==> src/rtl/lap_stopwatch_pkg.sv <==
// Shared FSM encodings, display-source encodings and width helper for the lap stopwatch.
package lap_stopwatch_pkg;

  localparam logic [1:0] ST_STOP  = 2'd0;
  localparam logic [1:0] ST_RUN   = 2'd1;
  localparam logic [1:0] ST_PAUSE = 2'd2;

  typedef enum logic [1:0] {
    SrcLive   = 2'd0,
    SrcLap    = 2'd1,
    SrcRecall = 2'd2
  } disp_src_e;

  // Bits needed to hold 0..max_val, never less than one.
  function automatic int unsigned bits(input int unsigned max_val);
    return (max_val < 2) ? 1 : $clog2(max_val + 1);
  endfunction

endpackage

==> src/rtl/lap_stopwatch_if.sv <==
// Key inputs and display/status outputs of the lap stopwatch, grouped as one bundle.
interface lap_stopwatch_if #(
  parameter int unsigned CNT_W     = 19,
  parameter int unsigned LAP_DEPTH = 8,
  parameter int unsigned LED_W     = 10
);
  import lap_stopwatch_pkg::*;

  localparam int unsigned IDX_W = bits(LAP_DEPTH - 1);
  localparam int unsigned LC_W  = bits(LAP_DEPTH);

  logic             key_start_n;
  logic             key_pause_n;
  logic             key_lap_n;
  logic             key_recall_n;
  logic [CNT_W-1:0] time_display;
  logic [1:0]       disp_src;
  logic [IDX_W-1:0] lap_idx;
  logic [LC_W-1:0]  lap_count;
  logic             lap_full;
  logic             wrapped;
  logic             running;
  logic             paused;
  logic [LED_W-1:0] led;

  modport master (
    output key_start_n, key_pause_n, key_lap_n, key_recall_n,
    input  time_display, disp_src, lap_idx, lap_count, lap_full, wrapped, running, paused, led
  );

  modport slave (
    input  key_start_n, key_pause_n, key_lap_n, key_recall_n,
    output time_display, disp_src, lap_idx, lap_count, lap_full, wrapped, running, paused, led
  );

endinterface

==> src/rtl/lap_stopwatch_key_pulse.sv <==
// Active-low key to one-cycle press pulse: 2-FF sync, optional debounce, falling-edge detect.
// Debounce is built only when SW_DEBOUNCE_EN is defined.
module lap_stopwatch_key_pulse
`ifdef SW_DEBOUNCE_EN
  #(parameter int unsigned DEB_CYC = 1_000_000)
`endif
(
  input  logic i_clk,
  input  logic i_rst,
  input  logic i_key_n,
  output logic o_pulse
);

  logic r_s1, r_s2;

  always_ff @(posedge i_clk) begin
    if (i_rst) begin
      r_s1 <= 1'b1;
      r_s2 <= 1'b1;
    end else begin
      r_s1 <= i_key_n;
      r_s2 <= r_s1;
    end
  end

`ifdef SW_DEBOUNCE_EN
  localparam int unsigned DW = (DEB_CYC < 2) ? 1 : $clog2(DEB_CYC);

  logic [DW-1:0] r_cnt;
  logic          r_lvl;

  // r_lvl only follows the synced key once it has held a new level for DEB_CYC cycles.
  always_ff @(posedge i_clk) begin
    if (i_rst) begin
      r_cnt <= '0;
      r_lvl <= 1'b1;
    end else if (r_s2 == r_lvl) begin
      r_cnt <= '0;
    end else if (r_cnt == DW'(DEB_CYC - 1)) begin
      r_lvl <= r_s2;
      r_cnt <= '0;
    end else begin
      r_cnt <= r_cnt + DW'(1);
    end
  end

  assign o_pulse = r_lvl & ~r_s2 & (r_cnt == DW'(DEB_CYC - 1));
`else
  logic r_s3;

  always_ff @(posedge i_clk) begin
    if (i_rst) begin
      r_s3 <= 1'b1;
    end else begin
      r_s3 <= r_s2;
    end
  end

  assign o_pulse = r_s3 & ~r_s2;
`endif

endmodule

==> src/rtl/lap_stopwatch.sv <==
// Stopwatch core with lap buffer, recall browsing and one-hot seconds LED spot.
// Optional key debounce (20 ms) is enabled by defining SW_DEBOUNCE_EN.
module lap_stopwatch
  import lap_stopwatch_pkg::*;
#(
  parameter int unsigned CLK_HZ    = 50_000_000,
  parameter int unsigned TICK_HZ   = 100,
  parameter int unsigned MAX_TICKS = 360000,
  parameter int unsigned CNT_W     = 19,
  parameter int unsigned LAP_DEPTH = 8,
  parameter int unsigned LED_W     = 10
) (
  input logic            i_clk,
  input logic            i_rst,
  lap_stopwatch_if.slave sw
);

  localparam int unsigned PRE_MAX = CLK_HZ / TICK_HZ - 1;
  localparam int unsigned PRE_W   = bits(PRE_MAX);
  localparam int unsigned SUB_W   = bits(TICK_HZ - 1);
  localparam int unsigned SEC_W   = bits(LED_W - 1);
  localparam int unsigned IDX_W   = bits(LAP_DEPTH - 1);
  localparam int unsigned LC_W    = bits(LAP_DEPTH);
`ifdef SW_DEBOUNCE_EN
  localparam int unsigned DEB_CYC = CLK_HZ / 50;
`endif

  logic [1:0]       r_state;
  logic [PRE_W-1:0] r_pre;
  logic [CNT_W-1:0] r_cnt, r_disp, w_disp_sel;
  logic [SUB_W-1:0] r_sub;
  logic [SEC_W-1:0] r_sec;
  logic [LC_W-1:0]  r_lap_cnt;
  logic [IDX_W-1:0] r_idx, w_last_idx, w_wr_idx;
  disp_src_e        r_src;
  logic             r_full, r_wrap;
  logic [CNT_W-1:0] r_lap [LAP_DEPTH];
  logic [3:0]       w_key_n, w_press;
  logic             w_do_start, w_do_pause, w_do_lap, w_do_recall;
  logic             w_run, w_tick, w_lap_ok;

  assign w_key_n = {sw.key_recall_n, sw.key_lap_n, sw.key_pause_n, sw.key_start_n};

  for (genvar g = 0; g < 4; g++) begin : g_key
`ifdef SW_DEBOUNCE_EN
    lap_stopwatch_key_pulse #(.DEB_CYC(DEB_CYC)) u_key (
      .i_clk(i_clk), .i_rst(i_rst), .i_key_n(w_key_n[g]), .o_pulse(w_press[g])
    );
`else
    lap_stopwatch_key_pulse u_key (
      .i_clk(i_clk), .i_rst(i_rst), .i_key_n(w_key_n[g]), .o_pulse(w_press[g])
    );
`endif
  end

  // Only the highest-priority press in a cycle takes effect.
  assign w_do_start  = w_press[0];
  assign w_do_pause  = w_press[1] & ~w_press[0];
  assign w_do_lap    = w_press[2] & ~|w_press[1:0];
  assign w_do_recall = w_press[3] & ~|w_press[2:0];

  assign w_run      = (r_state == ST_RUN);
  assign w_tick     = w_run & ~w_do_start & (r_pre == PRE_W'(PRE_MAX));
  assign w_last_idx = IDX_W'(r_lap_cnt - LC_W'(1));
  assign w_wr_idx   = IDX_W'(r_lap_cnt);
  assign w_lap_ok   = w_do_lap & w_run & (r_lap_cnt < LC_W'(LAP_DEPTH));

  always_comb begin
    w_disp_sel = r_cnt;
    unique case (r_src)
      SrcLap:    w_disp_sel = r_lap[w_last_idx];
      SrcRecall: w_disp_sel = r_lap[r_idx];
      default:   w_disp_sel = r_cnt;
    endcase
  end

  always_ff @(posedge i_clk) begin
    if (w_lap_ok) begin
      r_lap[w_wr_idx] <= r_cnt;
    end
  end

  always_ff @(posedge i_clk) begin
    if (i_rst) begin
      r_state   <= ST_STOP;
      r_pre     <= '0;
      r_cnt     <= '0;
      r_sub     <= '0;
      r_sec     <= '0;
      r_lap_cnt <= '0;
      r_idx     <= '0;
      r_src     <= SrcLive;
      r_full    <= 1'b0;
      r_wrap    <= 1'b0;
      r_disp    <= '0;
    end else begin
      r_disp <= w_disp_sel;
      if (w_tick) begin
        r_pre <= '0;
        if (r_cnt == CNT_W'(MAX_TICKS - 1)) begin
          r_cnt  <= '0;
          r_sub  <= '0;
          r_sec  <= '0;
          r_wrap <= 1'b1;
        end else begin
          r_cnt <= r_cnt + CNT_W'(1);
          if (r_sub == SUB_W'(TICK_HZ - 1)) begin
            r_sub <= '0;
            r_sec <= (r_sec == SEC_W'(LED_W - 1)) ? '0 : r_sec + SEC_W'(1);
          end else begin
            r_sub <= r_sub + SUB_W'(1);
          end
        end
      end else if (w_run && !w_do_start) begin
        r_pre <= r_pre + PRE_W'(1);
      end

      if (w_do_start) begin
        r_cnt <= '0;
        r_pre <= '0;
        r_sub <= '0;
        r_sec <= '0;
        r_src <= SrcLive;
        if (r_state == ST_STOP) begin
          r_state   <= ST_RUN;
          r_lap_cnt <= '0;
          r_idx     <= '0;
          r_full    <= 1'b0;
          r_wrap    <= 1'b0;
        end else begin
          r_state <= ST_STOP;
        end
      end else if (w_do_pause) begin
        if (w_run) begin
          r_state <= ST_PAUSE;
        end else if (r_state == ST_PAUSE) begin
          r_state <= ST_RUN;
          r_src   <= SrcLive;
        end
      end else if (w_do_lap && w_run) begin
        if (w_lap_ok) begin
          r_lap_cnt <= r_lap_cnt + LC_W'(1);
          r_src     <= SrcLap;
        end else begin
          r_full <= 1'b1;
        end
      end else if (w_do_recall) begin
        if (w_run) begin
          if (r_src == SrcLap) r_src <= SrcLive;
        end else if (r_lap_cnt != '0) begin
          r_src <= SrcRecall;
          if (r_src != SrcRecall || r_idx == w_last_idx) r_idx <= '0;
          else r_idx <= r_idx + IDX_W'(1);
        end
      end
    end
  end

  always_comb begin
    sw.led = '0;
    if (r_state != ST_STOP) sw.led = LED_W'(1) << (SEC_W'(LED_W - 1) - r_sec);
  end

  assign sw.time_display = r_disp;
  assign sw.disp_src     = r_src;
  assign sw.lap_idx      = r_idx;
  assign sw.lap_count    = r_lap_cnt;
  assign sw.lap_full     = r_full;
  assign sw.wrapped      = r_wrap;
  assign sw.running      = (r_state == ST_RUN);
  assign sw.paused       = (r_state == ST_PAUSE);

endmodule
==> src/flat_wrapper.sv <==
// flat-port wrapper written by rule: the top's interface ports become plain ports
module lap_stopwatch_flat import lap_stopwatch_pkg::*;
#(
  parameter int unsigned CLK_HZ    = 50_000_000,
  parameter int unsigned TICK_HZ   = 100,
  parameter int unsigned MAX_TICKS = 360000,
  parameter int unsigned CNT_W     = 19,
  parameter int unsigned LAP_DEPTH = 8,
  parameter int unsigned LED_W     = 10
)
  (i_clk, i_rst, sw_key_start_n, sw_key_pause_n, sw_key_lap_n, sw_key_recall_n, sw_time_display, sw_disp_src, sw_lap_idx, sw_lap_count, sw_lap_full, sw_wrapped, sw_running, sw_paused, sw_led);
  lap_stopwatch_if #(.CNT_W(CNT_W), .LAP_DEPTH(LAP_DEPTH), .LED_W(LED_W)) sw_i ();
  input logic i_clk;
  input logic i_rst;
  input wire logic [$bits(sw_i.key_start_n)-1:0] sw_key_start_n;
  input wire logic [$bits(sw_i.key_pause_n)-1:0] sw_key_pause_n;
  input wire logic [$bits(sw_i.key_lap_n)-1:0] sw_key_lap_n;
  input wire logic [$bits(sw_i.key_recall_n)-1:0] sw_key_recall_n;
  output wire logic [$bits(sw_i.time_display)-1:0] sw_time_display;
  output wire logic [$bits(sw_i.disp_src)-1:0] sw_disp_src;
  output wire logic [$bits(sw_i.lap_idx)-1:0] sw_lap_idx;
  output wire logic [$bits(sw_i.lap_count)-1:0] sw_lap_count;
  output wire logic [$bits(sw_i.lap_full)-1:0] sw_lap_full;
  output wire logic [$bits(sw_i.wrapped)-1:0] sw_wrapped;
  output wire logic [$bits(sw_i.running)-1:0] sw_running;
  output wire logic [$bits(sw_i.paused)-1:0] sw_paused;
  output wire logic [$bits(sw_i.led)-1:0] sw_led;
  assign sw_i.key_start_n = sw_key_start_n;
  assign sw_i.key_pause_n = sw_key_pause_n;
  assign sw_i.key_lap_n = sw_key_lap_n;
  assign sw_i.key_recall_n = sw_key_recall_n;
  assign sw_time_display = sw_i.time_display;
  assign sw_disp_src = sw_i.disp_src;
  assign sw_lap_idx = sw_i.lap_idx;
  assign sw_lap_count = sw_i.lap_count;
  assign sw_lap_full = sw_i.lap_full;
  assign sw_wrapped = sw_i.wrapped;
  assign sw_running = sw_i.running;
  assign sw_paused = sw_i.paused;
  assign sw_led = sw_i.led;
  lap_stopwatch #(.CLK_HZ(CLK_HZ), .TICK_HZ(TICK_HZ), .MAX_TICKS(MAX_TICKS), .CNT_W(CNT_W), .LAP_DEPTH(LAP_DEPTH), .LED_W(LED_W)) u_core (.i_clk(i_clk), .i_rst(i_rst), .sw(sw_i));
endmodule
==> config.mk <==
export PLATFORM = sky130hd
export DESIGN_NAME = lap_stopwatch_flat
export DESIGN_NICKNAME = d
export VERILOG_FILES = /design/src/rtl/lap_stopwatch_pkg.sv /design/src/rtl/lap_stopwatch_if.sv /design/src/rtl/lap_stopwatch_key_pulse.sv /design/src/rtl/lap_stopwatch.sv /design/src/flat_wrapper.sv
export SDC_FILE = /design/constraint.sdc
export NUM_CORES = 1
export LEC_CHECK = 0
export ABC_AREA = 1
export BUFFER_PORTS_ARGS = -buffer_cell sky130_fd_sc_hd__clkbuf_2
export CAP_MARGIN = 20
export CORE_MARGIN = 10
export CORE_UTILIZATION = 40
export DETAILED_ROUTE_END_ITERATION = 12
export PLACE_DENSITY_LB_ADDON = 0.2
export SLEW_MARGIN = 40
export SYNTH_ARGS = -nofsm -noshare
export SYNTH_HDL_FRONTEND = slang
export SYNTH_SLANG_ARGS = --single-unit
==> constraint.sdc <==
create_clock -name i_clk -period 2.6 [get_ports i_clk]
set_input_delay 0.26 -clock i_clk [delete_from_list [all_inputs] [get_ports i_clk]]
set_output_delay 0.26 -clock i_clk [all_outputs]
set_load 0.01 [all_outputs]
==> metrics.md <==
| Metric | Value |
|---|---|
| Status | finished, final reports clean |
| Die span in y | 196 um |
| CP max FO | 4 |
| Cell taking the most area after synthesis | edfxtp_1 |
| Seq/Total Area, Yosys | 0.523 |
| Slew @ Worst Pin | 720 ps |
| DRC viols | 0 |
| Multi-input gate area | 5240 um^2 |
| Post-layout minimum cycle time | 2270 ps |
| CP Capture Type | output pin |
| Top-area cell type share of the netlist area | 0.368 |
| Chip width | 196 um |
| Largest cells by area after synthesis | edfxtp_1, dfxtp_1, nand2_1 |
| Main synth FF type | edfxtp_1 |
| MaxCap Viol Count | 0 |
| Area Overhead vs Synth | 15.0% |
| Post-route ant nets | 0 |
| Cell Area, Placed | 13300 um^2 |
| Initial antenna violation count | 0 |
| Routed via count | 10.8k |
| Largest net degree at the start of global routing | 77 |
| Period utilisation layout | 0.873 |
| Slew headroom | 0.519 |
| CTS clk-pin slew, worst paths | 60 ps |
| DR vias/cell | 5.37 |
| Core footprint | 30600 um^2 |
| Post-DP HPWL | 23.1 mm |
| Worst Path Required | 2340 ps |
| Flop pwr share | 0.497 |
| Critical path type | reg -> out |
| Mapped Avg Cell Area | 8.03 um^2 |
| Clock skew | 16.3 ps |
| TritonCTS clock tree | built |
| Detailed Route Iter0 Violations | 1033 |
| Hold WC Path Type | in -> reg |
| Synth unique cells | 37 |
| Routed len/inst | 18.4 um |
| I/O pin count | 48 |
| Pwr/cell area | 587 nW/um^2 |
| RSZ-0062 raised after global routing | false |
| H-Tree Depth | 1 |
| Finished Cell Area | 14300 um^2 |
| Clk Latency, worst-skew pair | 540 ps |
| Clock network power share | 0.459 |
| Total grt overflow | 0 |
| Nets | 1619 |
| Total CTS buffers | 27 |
| CTS Sinks | 248 |
| PortBufs | 47 |
| ANT cells | 0 |
| Total GRT Usage | 0.188 |
| Synth Cell Area | 12400 um^2 |
| Internal power | 6550 uW |
| First-pass GRT wire length | 58.5 mm |
| Final setup viols | 0 |
| Startpoint types | flip-flop |
| Layout cells sized above 1 | 0.116 |
| Max-slew violations | 0 |
| Final worst setup slack | 331 ps |
| Reg area | 6490 um^2 |
| Max clock buf depth | 3 |
| GPL Wtd Cong | 0.852 |
| Initial Util | 0.405 |
| Root Buffer Master | clkbuf_16 |
| Mapped Cells | 1545 |
| CP arrival | 2010 ps |
| Final hold viol count | 0 |
| Drt pass-1 iters | 5 |
| Syn_nets | 1566 |
| Setup WS pre-CTS | 468 ps |
| Number of core rows | 64 |
| Number of synthesized register bits | 248 |
| Comb pwr share | 0.044 |
| Fmax | 441 MHz |
| Number of synthesized flops with an enable pin | 152 |
| Commonest non-fill, non-tap cell in the layout | nand2_1 |
| Vias in the first global route | 10.7k |
| Sw Share | 0.218 |
| Lkg Pwr | 0.00552 uW |
| Final setup TNS | 0 ps |
| PnR Total Power | 8380 uW |
| Synthesis Warnings | 0 |
| Async SR Flop Fraction | 0 |
| Final wirelength | 37.1 mm |
| Max VDD drop | 0.358 mV |
| Filler instances | 2986 |
| Area of the die | 38400 um^2 |
| NetSw | 1830 uW |
| Highest-count cells in the layout ignoring fill and taps | nand2_1, nor2_1, nand3_1 |
[cell usage after synthesis (23+ instances only)]
cell,count
edfxtp_1,152
o21ai_0,82
clkbuf_1,41
inv_1,104
nor3_1,26
nand2_1,397
nand3_1,173
nor2_1,235
dfxtp_1,96
o211ai_1,38
buf_2,23
a21oi_1,71
[worst paths after layout]
kind                                          from                                    end  depth (start not counted)  slack (ps)
min                                          i_rst           u_core.r_sec[0]$_SDFFE_PP0P_                          5         170
max reg2reg    u_core.sw.lap_count[1]$_SDFFE_PP0P_  u_core.sw.time_display[18]$_SDFF_PP0_                          9         400
min reg2reg  u_core.g_key[3].u_key.r_s1$_SDFF_PP1_  u_core.g_key[3].u_key.r_s2$_SDFF_PP1_                          1         410
max                   u_core.r_sec[1]$_SDFFE_PP0P_                              sw_led[7]                          6         330
[sequential cells by signal (all words and copies together) (netlist names), 4 cells and up, named ones only]
register	cells
u_core.g_key.u_key.r_s1	4
u_core.g_key.u_key.r_s2	4
u_core.g_key.u_key.r_s3	4
u_core.r_cnt	19
u_core.r_lap	152
u_core.r_pre	19
u_core.r_sec	4
u_core.r_sub	7
u_core.sw.lap_count	4
u_core.sw.time_display	19
[power by group through the flow]
stage                     Combinational (uW)  Sequential (uW)  Clock [uW]
after detailed placement                 365             4240           0
after global placement                   362             4240           0
after global routing                     414             4160        4060
after floorplan                          244             4240           0
after CTS                                371             4160        3910
final                                    371             4160        3840
[through the flow]
step                      std cells  hold WS (ps)   util
after global placement         1961           393  0.435
final                          2014           175  0.466
after CTS                      2014           164  0.466
after global routing           2014           208  0.466
after detailed placement       1961           397  0.435
after floorplan                1545           364      -
[critical path: stages, from the launching register on]
cell      delay [ps]
dfxtp_1          380
inv_1            110
ha_1             250
xnor2_2          240
nand2_1          160
nor3_1           160
clkbuf_2         160
[cells by family (layout without fill, tap and decap cells)]
| logic type | Yosys count | in the layout | share of synthesized area |
|---|---|---|---|
| buffers and inverters | 186 | 259 | 0.0601 |
| AOI/OAI and AO/OA | 196 | 196 | 0.0876 |
| adders and majority gates | 15 | 15 | 0.0151 |
| xor gates and xnor gates | 19 | 19 | 0.0134 |
| DFF | 248 | 248 | 0.523 |
| and+or+nand+nor | 881 | 881 | 0.301 |
[cell type report]
cell class | instances | area share
clock buffers | 39 | 0.0578
clock inverters | 10 | 0.00500
inverters | 111 | 0.0292
multi-input cells | 1111 | 0.367
flip-flops and latches | 248 | 0.455
well taps | 396 | 0.0348
repair buffers | 99 | 0.0507
[metal layers]
| metal | track usage | up-vias | part of all wire |
|---|---|---|---|
| met5 | 0 | - | 0 |
| met4 | 0.0549 | 0 | 0.022 |
| met3 | 0.0251 | 76 | 0.064 |
| met2 | 0.329 | 362 | 0.49 |
| met1 | 0.235 | 5124 | 0.42 |
| li1 | - | 5254 | - |
[what timing repair did]
item,in CTS,in global routing
setup buffers,0,0
hold buffers,4,0
endpoints found under the hold margin,4,0
gates resized for setup,0,1
setup endpoints to repair,0,2
Note: power is estimated with default switching activity, not from simulation.
